File: src/rtl/burst_src_fifo.sv
// FWFT source FIFO feeding a valid/ready burst slave, with burst-boundary tracking.
// Optional stall counter enabled by defining BURST_SRC_STALL_CNT_EN.
module burst_src_fifo #(
    parameter int DEPTH     = 8,
    parameter int BURST_LEN = 10,
    parameter int DW        = 4
) (
    input  logic                       clk,
    input  logic                       rst,
    input  logic                       in_valid,
    input  logic [DW-1:0]              in_data,
    output logic                       in_ready,
    output logic                       valid,
    output logic [DW-1:0]              data,
    input  logic                       ready,
    output logic [3:0]                 beat_cnt,
    output logic                       burst_done,
    output logic [$clog2(DEPTH):0]     level,
    output logic [15:0]                stall_cnt
);

    localparam int AW    = $clog2(DEPTH);
    localparam int LVL_W = AW + 1;
    localparam logic [LVL_W-1:0] FULL = LVL_W'(DEPTH);
    localparam logic [3:0]       LAST = 4'(BURST_LEN - 1);

    logic [DW-1:0]    r_mem [DEPTH];
    logic [AW-1:0]    r_rd_ptr;
    logic [AW-1:0]    r_wr_ptr;
    logic [LVL_W-1:0] r_level;
    logic [3:0]       r_beat_cnt;
    logic             r_burst_done;

    logic w_push;
    logic w_pop;

    // Flags come only from the registered level, so ready/in_valid never loop back.
    assign in_ready = (r_level != FULL);
    assign valid    = (r_level != '0);
    assign data     = valid ? r_mem[r_rd_ptr] : '0;

    assign w_push = in_valid && in_ready;
    assign w_pop  = valid && ready;

    assign level      = r_level;
    assign beat_cnt   = r_beat_cnt;
    assign burst_done = r_burst_done;

    always_ff @(posedge clk) begin
        if (w_push) r_mem[r_wr_ptr] <= in_data;
    end

    always_ff @(posedge clk) begin
        if (rst) begin
            r_rd_ptr     <= '0;
            r_wr_ptr     <= '0;
            r_level      <= '0;
            r_beat_cnt   <= '0;
            r_burst_done <= 1'b0;
        end else begin
            if (w_push) r_wr_ptr <= r_wr_ptr + AW'(1);
            if (w_pop)  r_rd_ptr <= r_rd_ptr + AW'(1);
            case ({w_push, w_pop})
                2'b10:   r_level <= r_level + LVL_W'(1);
                2'b01:   r_level <= r_level - LVL_W'(1);
                default: r_level <= r_level;
            endcase
            // Pulse lands the cycle after the final beat of a burst.
            r_burst_done <= 1'b0;
            if (w_pop) begin
                if (r_beat_cnt == LAST) begin
                    r_beat_cnt   <= '0;
                    r_burst_done <= 1'b1;
                end else begin
                    r_beat_cnt <= r_beat_cnt + 4'd1;
                end
            end
        end
    end

`ifdef BURST_SRC_STALL_CNT_EN
    logic [15:0] r_stall_cnt;

    always_ff @(posedge clk) begin
        if (rst) begin
            r_stall_cnt <= '0;
        end else if (valid && !ready && r_stall_cnt != 16'hFFFF) begin
            r_stall_cnt <= r_stall_cnt + 16'd1;
        end
    end

    assign stall_cnt = r_stall_cnt;
`else
    assign stall_cnt = 16'h0000;
`endif

endmodule

File: config.mk
export PLATFORM = sky130hd
export DESIGN_NAME = burst_src_fifo
export DESIGN_NICKNAME = d
export VERILOG_FILES = /design/src/rtl/burst_src_fifo.sv
export SDC_FILE = /design/constraint.sdc
export NUM_CORES = 1
export LEC_CHECK = 0
export ABC_CLOCK_PERIOD_IN_PS = 3500
export BUFFER_PORTS_ARGS = -buffer_cell sky130_fd_sc_hd__buf_2
export CAP_MARGIN = 20
export CORE_MARGIN = 2
export CORE_UTILIZATION = 50
export CTS_CLUSTER_SIZE = 28
export DETAILED_ROUTE_END_ITERATION = 6
export PLACE_DENSITY = 0.72
export SYNTH_ARGS = -nofsm -noshare
export SYNTH_HDL_FRONTEND = slang
export SYNTH_SLANG_ARGS = --single-unit
File: constraint.sdc
create_clock -name clk -period 3.5 [get_ports clk]
set_input_delay 0.175 -clock clk [delete_from_list [all_inputs] [get_ports clk]]
set_output_delay 0.175 -clock clk [all_outputs]
set_load 0.01 [all_outputs]
==> key figures, run 1 <==
GRT
  – Antenna violations before repair: 0
  – Gr usage total: 15.7%
  – Largest net degree at the start of global routing: 18
  – Final global-route overflow total: 0
  – Vias in the first global route: 1272
  – First-pass GRT wire length: 6090 um

Yosys
  – Top area cells in the synthesized netlist: edfxtp_1, dfxtp_1, mux4_2, buf_4, nor2_1
  – Synth Warn #: 0
  – Syn Inst Count: 166
  – Post-synth cell types: 37
  – Asr flop ratio synth: 0%
  – Mapped Avg Cell Area: 13.4 um^2
  – Mapped Area: 0.00223 mm^2
  – Share of the synthesized area in the top cell type: 43.1%
  – Post-synth EDFFs: 32
  – Dominant cell type by area after synthesis: edfxtp_1
  – Sequential fraction of the synthesis area: 59.3%
  – Synth Register Bits: 50
  – Main flop type after synthesis: edfxtp_1

CTS
  – Post-CTS setup buffer count: 0
  – Hold_buf cts: 0
  – H-tree Lvls: 2
  – CTS clk-pin slew, worst paths: 80 ps
  – Clk sinks: 50
  – Root Driver: clkbuf_8
  – Worst-case clock buffer depth: 2
  – TritonCTS clock tree: yes
  – Worst-Skew Late Latency: 290 ps
  – Num CTS Buffers: 5
  – Cts repair resizes: 0

Layout
  – N_diodes: 0
  – Layout area overhead: 6.51%
  – Post-route cell area: 0.00237 mm^2
  – Filler cell count: 359
  – Register Area: 0.00132 mm^2
  – Share of cells above drive strength 1: 22.5%
  – Multi-input logic area: 793 um^2
  – Final nets: 199

Routing
  – DR WL/cell: 15.2 um
  – TritonRoute pass-1 iters: 4
  – Via/cell ratio: 5.27
  – ANT nets after route: 0
  – DRT iter0 DRCs: 77
  – Vias: 1259
  – Routed WL: 3620 um
  – DR DRC count: 0

Setup path
  – End of the critical path: level[2]$_SDFFE_PP0P_
  – FF-to-FF End: level[2]$_SDFFE_PP0P_
  – Worst r2r src: level[0]$_SDFFE_PP0P_
  – Reg2Reg Depth: 9
  – Crit path largest cell delay: 690 ps
  – R2R setup slack: 850 ps
  – Crit-path max FO: 8
  – Setup crit start: level[0]$_SDFFE_PP0P_
  – Critical path arrival: 2870 ps
  – Critical-path top delay cell: or4b_1
  – CP endpoint kind: flop
  – Crit Path Category: flop to flop
  – Worst endpoint required time: 3720 ps
  – CP cell instances: or4b_1, nand2_4, ha_1, xor2_1, ha_1, a21oi_1, xor2_1, or3_1, a21oi_1
  – CP Launch Type: flop

Die
  – Core Area: 0.00432 mm^2
  – Die X-Extent: 70.8 um
  – IO Pins: 39
  – Die H: 70.8 um
  – Rows: 24
  – Die area: 0.00501 mm^2
  – Initial Util: 51.5%

Place
  – Placed cell areas: 0.00229 mm^2
  – DP Worst Slack: 903 ps
  – DP HPWL: 2750 um
  – Port-buffer cells: 22
  – GP Congestion: 0.781

Run status
  – Run status: complete, no violations

STA
  – Final WS setup: 850 ps
  – RSZ-0062 raised after global routing: false
  – Worst slew pin tran: 944 ps
  – Max Freq: 0.377 GHz
  – Final Setup Violations: 0
  – Final Hold Slack: 160 ps
  – Final Hold Viols: 0
  – Crit share post-route: 75.7%
  – Fin Setup TNS: 0 ps
  – Pins Over Slew Limit: 0
  – Worst Skew: 7.00 ps
  – Slew HR: 36.5%
  – Min Tclk post-route: 2650 ps

Pwr
  – Peak supply drop: 0.431 mV
  – Pwr Density: 647 mW/mm^2
  – Static Leak: 0.872 nW

Hold path
  – Hold WC Path Type: primary input to flop

Flow run
  – Maxcap violations: 0
-- area by class of cell --
class                      instances  area share [%]
sequential                        50            55.7
multi-input combinational        106            33.4
timing repair buffer              22            4.64
tap                               52            2.74
inverter                           1           0.158
clock buffer                       8            3.37
-- layer usage --
metal | global-route usage, % | wire [um] | share of wire [%]
met1 | 19.8 | 1540 | 42
met2 | 26.6 | 1790 | 49
met3 | 3.85 | 221 | 6.1
met4 | 5.66 | 71 | 2.0
met5 | 0 | 0 | 0
-- through the flow --
step,util [%],total power [mW],cells
2_1_floorplan,-,1.12,181
3_3_place_gp,53.0,1.21,231
3_5_place_dp,53.0,1.24,231
4_1_cts,54.9,1.55,239
5_1_grt,54.9,1.64,239
6_report,54.9,1.54,239
-- how the worst min path moves through the flow --
stage | slack, ps | cells past startpoint | startpoint | endpoint
6_report | 160 | 1 | in_data[1] | r_mem[5][1]$_DFFE_PP_
5_1_grt | 150 | 1 | in_data[0] | r_mem[5][0]$_DFFE_PP_
4_1_cts | 150 | 1 | in_data[0] | r_mem[2][0]$_DFFE_PP_
3_5_place_dp | 460 | 1 | in_data[0] | r_mem[0][0]$_DFFE_PP_
3_3_place_gp | 440 | 1 | in_data[2] | r_mem[3][2]$_DFFE_PP_
2_1_floorplan | 270 | 0 | in_data[0] | r_mem[0][0]$_DFFE_PP_
-- cell usage after synthesis (4+ instances only) --
library cell and number:
nor2_1 20, edfxtp_1 32, nor2b_1 5, buf_4 18
a21oi_1 4, mux2i_1 6, mux4_2 8, ha_1 5
clkbuf_1 4, dfxtp_1 18, xor2_1 6, nand2_1 6
-- where the power goes --
| group | leakage (nW) | switching, mW | total, mW | internal, mW |
|---|---|---|---|---|
| clock network | 0.0395 | 0.170 | 0.312 | 0.142 |
| registers | 0.437 | 0.0736 | 0.760 | 0.686 |
| logic | 0.395 | 0.252 | 0.464 | 0.212 |
| total | 0.872 | 0.495 | 1.54 | 1.04 |
-- cell families after synthesis --
family / count (synthesis) / share of synthesized area [%]
adders and majority gates: 5 / 2.81
other: 1 / 0.168
AOI/OAI and AO/OA: 11 / 3.48
muxes: 15 / 11.3
and+or+nand+nor: 51 / 12.2
DFF: 50 / 59.3
buffers and inverters: 25 / 7.64
xor gates and xnor gates: 8 / 3.14
-- worst max-delay path: cells and delay by family (launching register included) --
kind,cells,cell delay [ps]
compound gates,2,350
xor+xnor,2,220
fa+ha+maj,2,440
flops,1,400
simple gates,3,1170
-- placed cells by master, fill, tap and decap left out, types with 2 or more instances in the layout --
master and count:
nor3_1 2, ha_1 5, dfxtp_1 18, a21oi_1 4, xor2_1 6, edfxtp_1 32, clkbuf_1 3, xnor2_1 2
nand2_2 2, nor2_1 20, or3_1 3, nand3_1 3, mux4_2 8, nand2_1 6, a21oi_2 2, nor2b_1 5
nand2b_1 2, clkbuf_8 5, buf_2 22, conb_1 16, mux2i_1 6
-- flip-flops by register name, summed over array words and instances, names as in the netlist, named ones only --
name / cells
r_mem: 32
beat_cnt: 4
level: 4
r_rd_ptr: 3
r_wr_ptr: 3
burst_done: 1
(Power assumes the default switching activity.)
==> inputs of run 2 (changes only) <==
--- a/config.mk
+++ b/config.mk
@@ -5,7 +5,7 @@
 export SDC_FILE = /design/constraint.sdc
 export NUM_CORES = 1
 export LEC_CHECK = 0
-export ABC_CLOCK_PERIOD_IN_PS = 3500
+export ABC_CLOCK_PERIOD_IN_PS = 2700
 export BUFFER_PORTS_ARGS = -buffer_cell sky130_fd_sc_hd__buf_2
 export CAP_MARGIN = 20
 export CORE_MARGIN = 2
==> constraint.sdc (replaced) <==
create_clock -name clk -period 2.7 [get_ports clk]
set_input_delay 0.135 -clock clk [delete_from_list [all_inputs] [get_ports clk]]
set_output_delay 0.135 -clock clk [all_outputs]
set_load 0.01 [all_outputs]
==> key figures, run 2 (synthesized netlist as in run 1, its figures left out) <==
Place
  – GP Congestion: 0.781 (unchanged)
  – Port-buffer cells: 22 (unchanged)
  – DP HPWL: 2830 um (was 2750 um)
  – Placed cell areas: 0.00229 mm^2 (unchanged)

GRT
  – Antenna violations before repair: 0 (unchanged)
  – First-pass GRT wire length: 6070 um (was 6090 um)
  – Largest net degree at the start of global routing: 18 (unchanged)
  – Final global-route overflow total: 0 (unchanged)
  – Gr usage total: 15.8% (was 15.7%)
  – Vias in the first global route: 1263 (was 1272)

Hold path
  – WHS Endpoint: r_mem[6][2]$_DFFE_PP_ (was r_mem[5][1]$_DFFE_PP_)
  – Worst Min Path Start: in_data[2] (was in_data[1])
  – Hold depth: 1 (unchanged)
  – Hold WC Path Type: primary input to flop (unchanged)

Setup path
  – Reg2Reg Depth: 9 (unchanged)
  – FF-to-FF End: level[2]$_SDFFE_PP0P_ (unchanged)
  – Crit path largest cell delay: 620 ps (was 690 ps)
  – Worst r2r src: level[2]$_SDFFE_PP0P_ (was level[0]$_SDFFE_PP0P_)
  – Critical-path top delay cell: or4b_4 (was or4b_1)
  – CP Launch Type: flop (unchanged)
  – Worst endpoint required time: 2940 ps (was 3720 ps)
  – Crit Path Category: flop to flop (unchanged)
  – Critical path arrival: 2760 ps (was 2870 ps)
  – CP endpoint kind: flop (unchanged)
  – CP cell instances: or4b_4, nand2_4, ha_1, xor2_1, ha_1, a21oi_1, xor2_1, or3_1, a21oi_1 (was or4b_1, nand2_4, ha_1, xor2_1, ha_1, a21oi_1, xor2_1, or3_1, a21oi_1)
  – Crit-path max FO: 9 (was 8)
  – R2R setup slack: 180 ps (was 850 ps)

Pwr
  – Internal power: 1.41 mW (was 1.04 mW)
  – Peak supply drop: 0.529 mV (was 0.431 mV)
  – Switch share: 32.3% (about the same)
  – P_sw: 0.672 mW (was 0.495 mW)
  – Pwr Density: 864 mW/mm^2 (was 647 mW/mm^2)
  – Static Leak: 0.883 nW (was 0.872 nW)
  – Gate power share: 29.1% (was 30.2%)
  – Clock power share: 23.4% (was 20.3%)
  – Seq pwr share: 47.6% (was 49.5%)

Routing
  – Via/cell ratio: 5.30 (was 5.27)
  – DR DRC count: 0 (unchanged)
  – Vias: 1267 (was 1259)
  – DRT iter0 DRCs: 80 (was 77)
  – DR WL/cell: 15.7 um (was 15.2 um)
  – TritonRoute pass-1 iters: 4 (unchanged)
  – Routed WL: 3750 um (was 3620 um)
  – ANT nets after route: 0 (unchanged)

CTS
  – Num CTS Buffers: 5 (unchanged)
  – Clk sinks: 50 (unchanged)
  – Hold_buf cts: 0 (unchanged)
  – H-tree Lvls: 2 (unchanged)
  – Worst-Skew Late Latency: 300 ps (was 290 ps)
  – Post-CTS setup buffer count: 0 (unchanged)
  – TritonCTS clock tree: yes (unchanged)
  – Worst-case clock buffer depth: 2 (unchanged)
  – CTS clk-pin slew, worst paths: 90 ps (was 80 ps)
  – Root Driver: clkbuf_8 (unchanged)

Layout
  – Post-route cell area: 0.00241 mm^2 (was 0.00237 mm^2)
  – Final nets: 199 (unchanged)
  – Most common cell after layout, fill and taps aside: edfxtp_1 (unchanged)
  – Largest register FFs: 32 (unchanged)
  – Layout area overhead: 7.97% (was 6.51%)
  – Register Area: 0.00132 mm^2 (unchanged)
  – Most frequent cells in the layout: edfxtp_1, buf_2, nor2_1 (unchanged)
  – N_diodes: 0 (unchanged)
  – Filler cell count: 363 (was 359)
  – Reg with most FFs: r_mem (unchanged)
  – Multi-input logic area: 797 um^2 (was 793 um^2)
  – Share of cells above drive strength 1: 24.6% (was 22.5%)

STA
  – Worst Skew: 3.91 ps (was 7.00 ps)
  – Final Hold Viols: 0 (unchanged)
  – Final Setup Violations: 0 (unchanged)
  – Fin Setup TNS: 0 ps (unchanged)
  – RSZ-0062 raised after global routing: false (unchanged)
  – Slew HR: 37.0% (was 36.5%)
  – Pins Over Slew Limit: 0 (unchanged)
  – Max Freq: 0.397 GHz (was 0.377 GHz)
  – Min Tclk post-route: 2520 ps (was 2650 ps)
  – Worst slew pin tran: 936 ps (was 944 ps)
  – Crit share post-route: 93.3% (was 75.7%)

Die
  – Die area: 0.00501 mm^2 (unchanged)
  – Core Area: 0.00432 mm^2 (unchanged)
  – IO Pins: 39 (unchanged)
  – Die X-Extent: 70.8 um (unchanged)
  – Initial Util: 51.5% (unchanged)
  – Rows: 24 (unchanged)
  – Die H: 70.8 um (unchanged)

Run status
  – Run status: complete, no violations (unchanged)

Flow run
  – Maxcap violations: 0 (unchanged)
## run 2: critical path: cells and delay by family, from the launching register on
kind                       cells  cell delay (ps)
adders and majority gates      2              440
AOI/OAI and AO/OA              2              200
xor gates and xnor gates       2              370
and+or+nand+nor                3             1060
DFF                            1              400
## run 2: worst max path at each step
| stage | from | endpoint | slack (ps) | depth (start not counted) |
|---|---|---|---|---|
| finish | level[2]$_SDFFE_PP0P_ | level[2]$_SDFFE_PP0P_ | 180 | 9 |
| floorplan | level[1]$_SDFFE_PP0P_ | level[3]$_SDFFE_PP0P_ | 310 | 8 |
| global placement | level[2]$_SDFFE_PP0P_ | level[3]$_SDFFE_PP0P_ | 280 | 6 |
| CTS | level[2]$_SDFFE_PP0P_ | level[2]$_SDFFE_PP0P_ | 120 | 9 |
| global route | level[2]$_SDFFE_PP0P_ | level[2]$_SDFFE_PP0P_ | 70 | 9 |
| detailed placement | level[0]$_SDFFE_PP0P_ | level[2]$_SDFFE_PP0P_ | 140 | 9 |
## run 2: through the flow
stage / std cells / hold slack [ps] / worst slack (ps) / total power [mW] / utilization, %
floorplan: 181 / 234 / 307 / 1.45 / -
global placement: 231 / 401 / 280 / 1.57 / 53.0
detailed placement: 231 / 430 / 138 / 1.61 / 53.0
CTS: 239 / 108 / 117 / 2.09 / 55.6
global route: 239 / 112 / 72.4 / 2.20 / 55.6
finish: 239 / 115 / 182 / 2.08 / 55.6
## run 2: metal layers
metal / track usage [%] / vias up / share of wire (%)
met2: 25.9 / 44 / 49
met4: 6.50 / 0 / 2.3
met1: 19.9 / 607 / 43
met5: 0 / - / 0
li1: - / 607 / -
met3: 4.70 / 9 / 5.3
## run 2: what timing repair did
| action | in CTS | in global routing |
|---|---|---|
| hold endpoints to repair | 0 | 0 |
| endpoints found under the setup margin | 0 | 1 |
| resized for setup | 0 | 1 |
## run 2: power groups by stage
stage                     sequential, mW  clock [mW]  combinational [mW]
after detailed placement            1.00           0               0.602
after global routing                1.00       0.525               0.669
final                              0.988       0.486               0.604
after CTS                          0.987       0.497               0.604
after global placement             0.994           0               0.575
after floorplan                    0.972           0               0.481
## run 2: cell type report
class / count / area share, %
repair buffers: 22 / 4.58
inverters: 1 / 0.156
flip-flops and latches: 50 / 54.9
clock buffers: 6 / 3.90
multi-input cells: 106 / 33.1
well taps: 52 / 2.70
clock inverters: 2 / 0.624
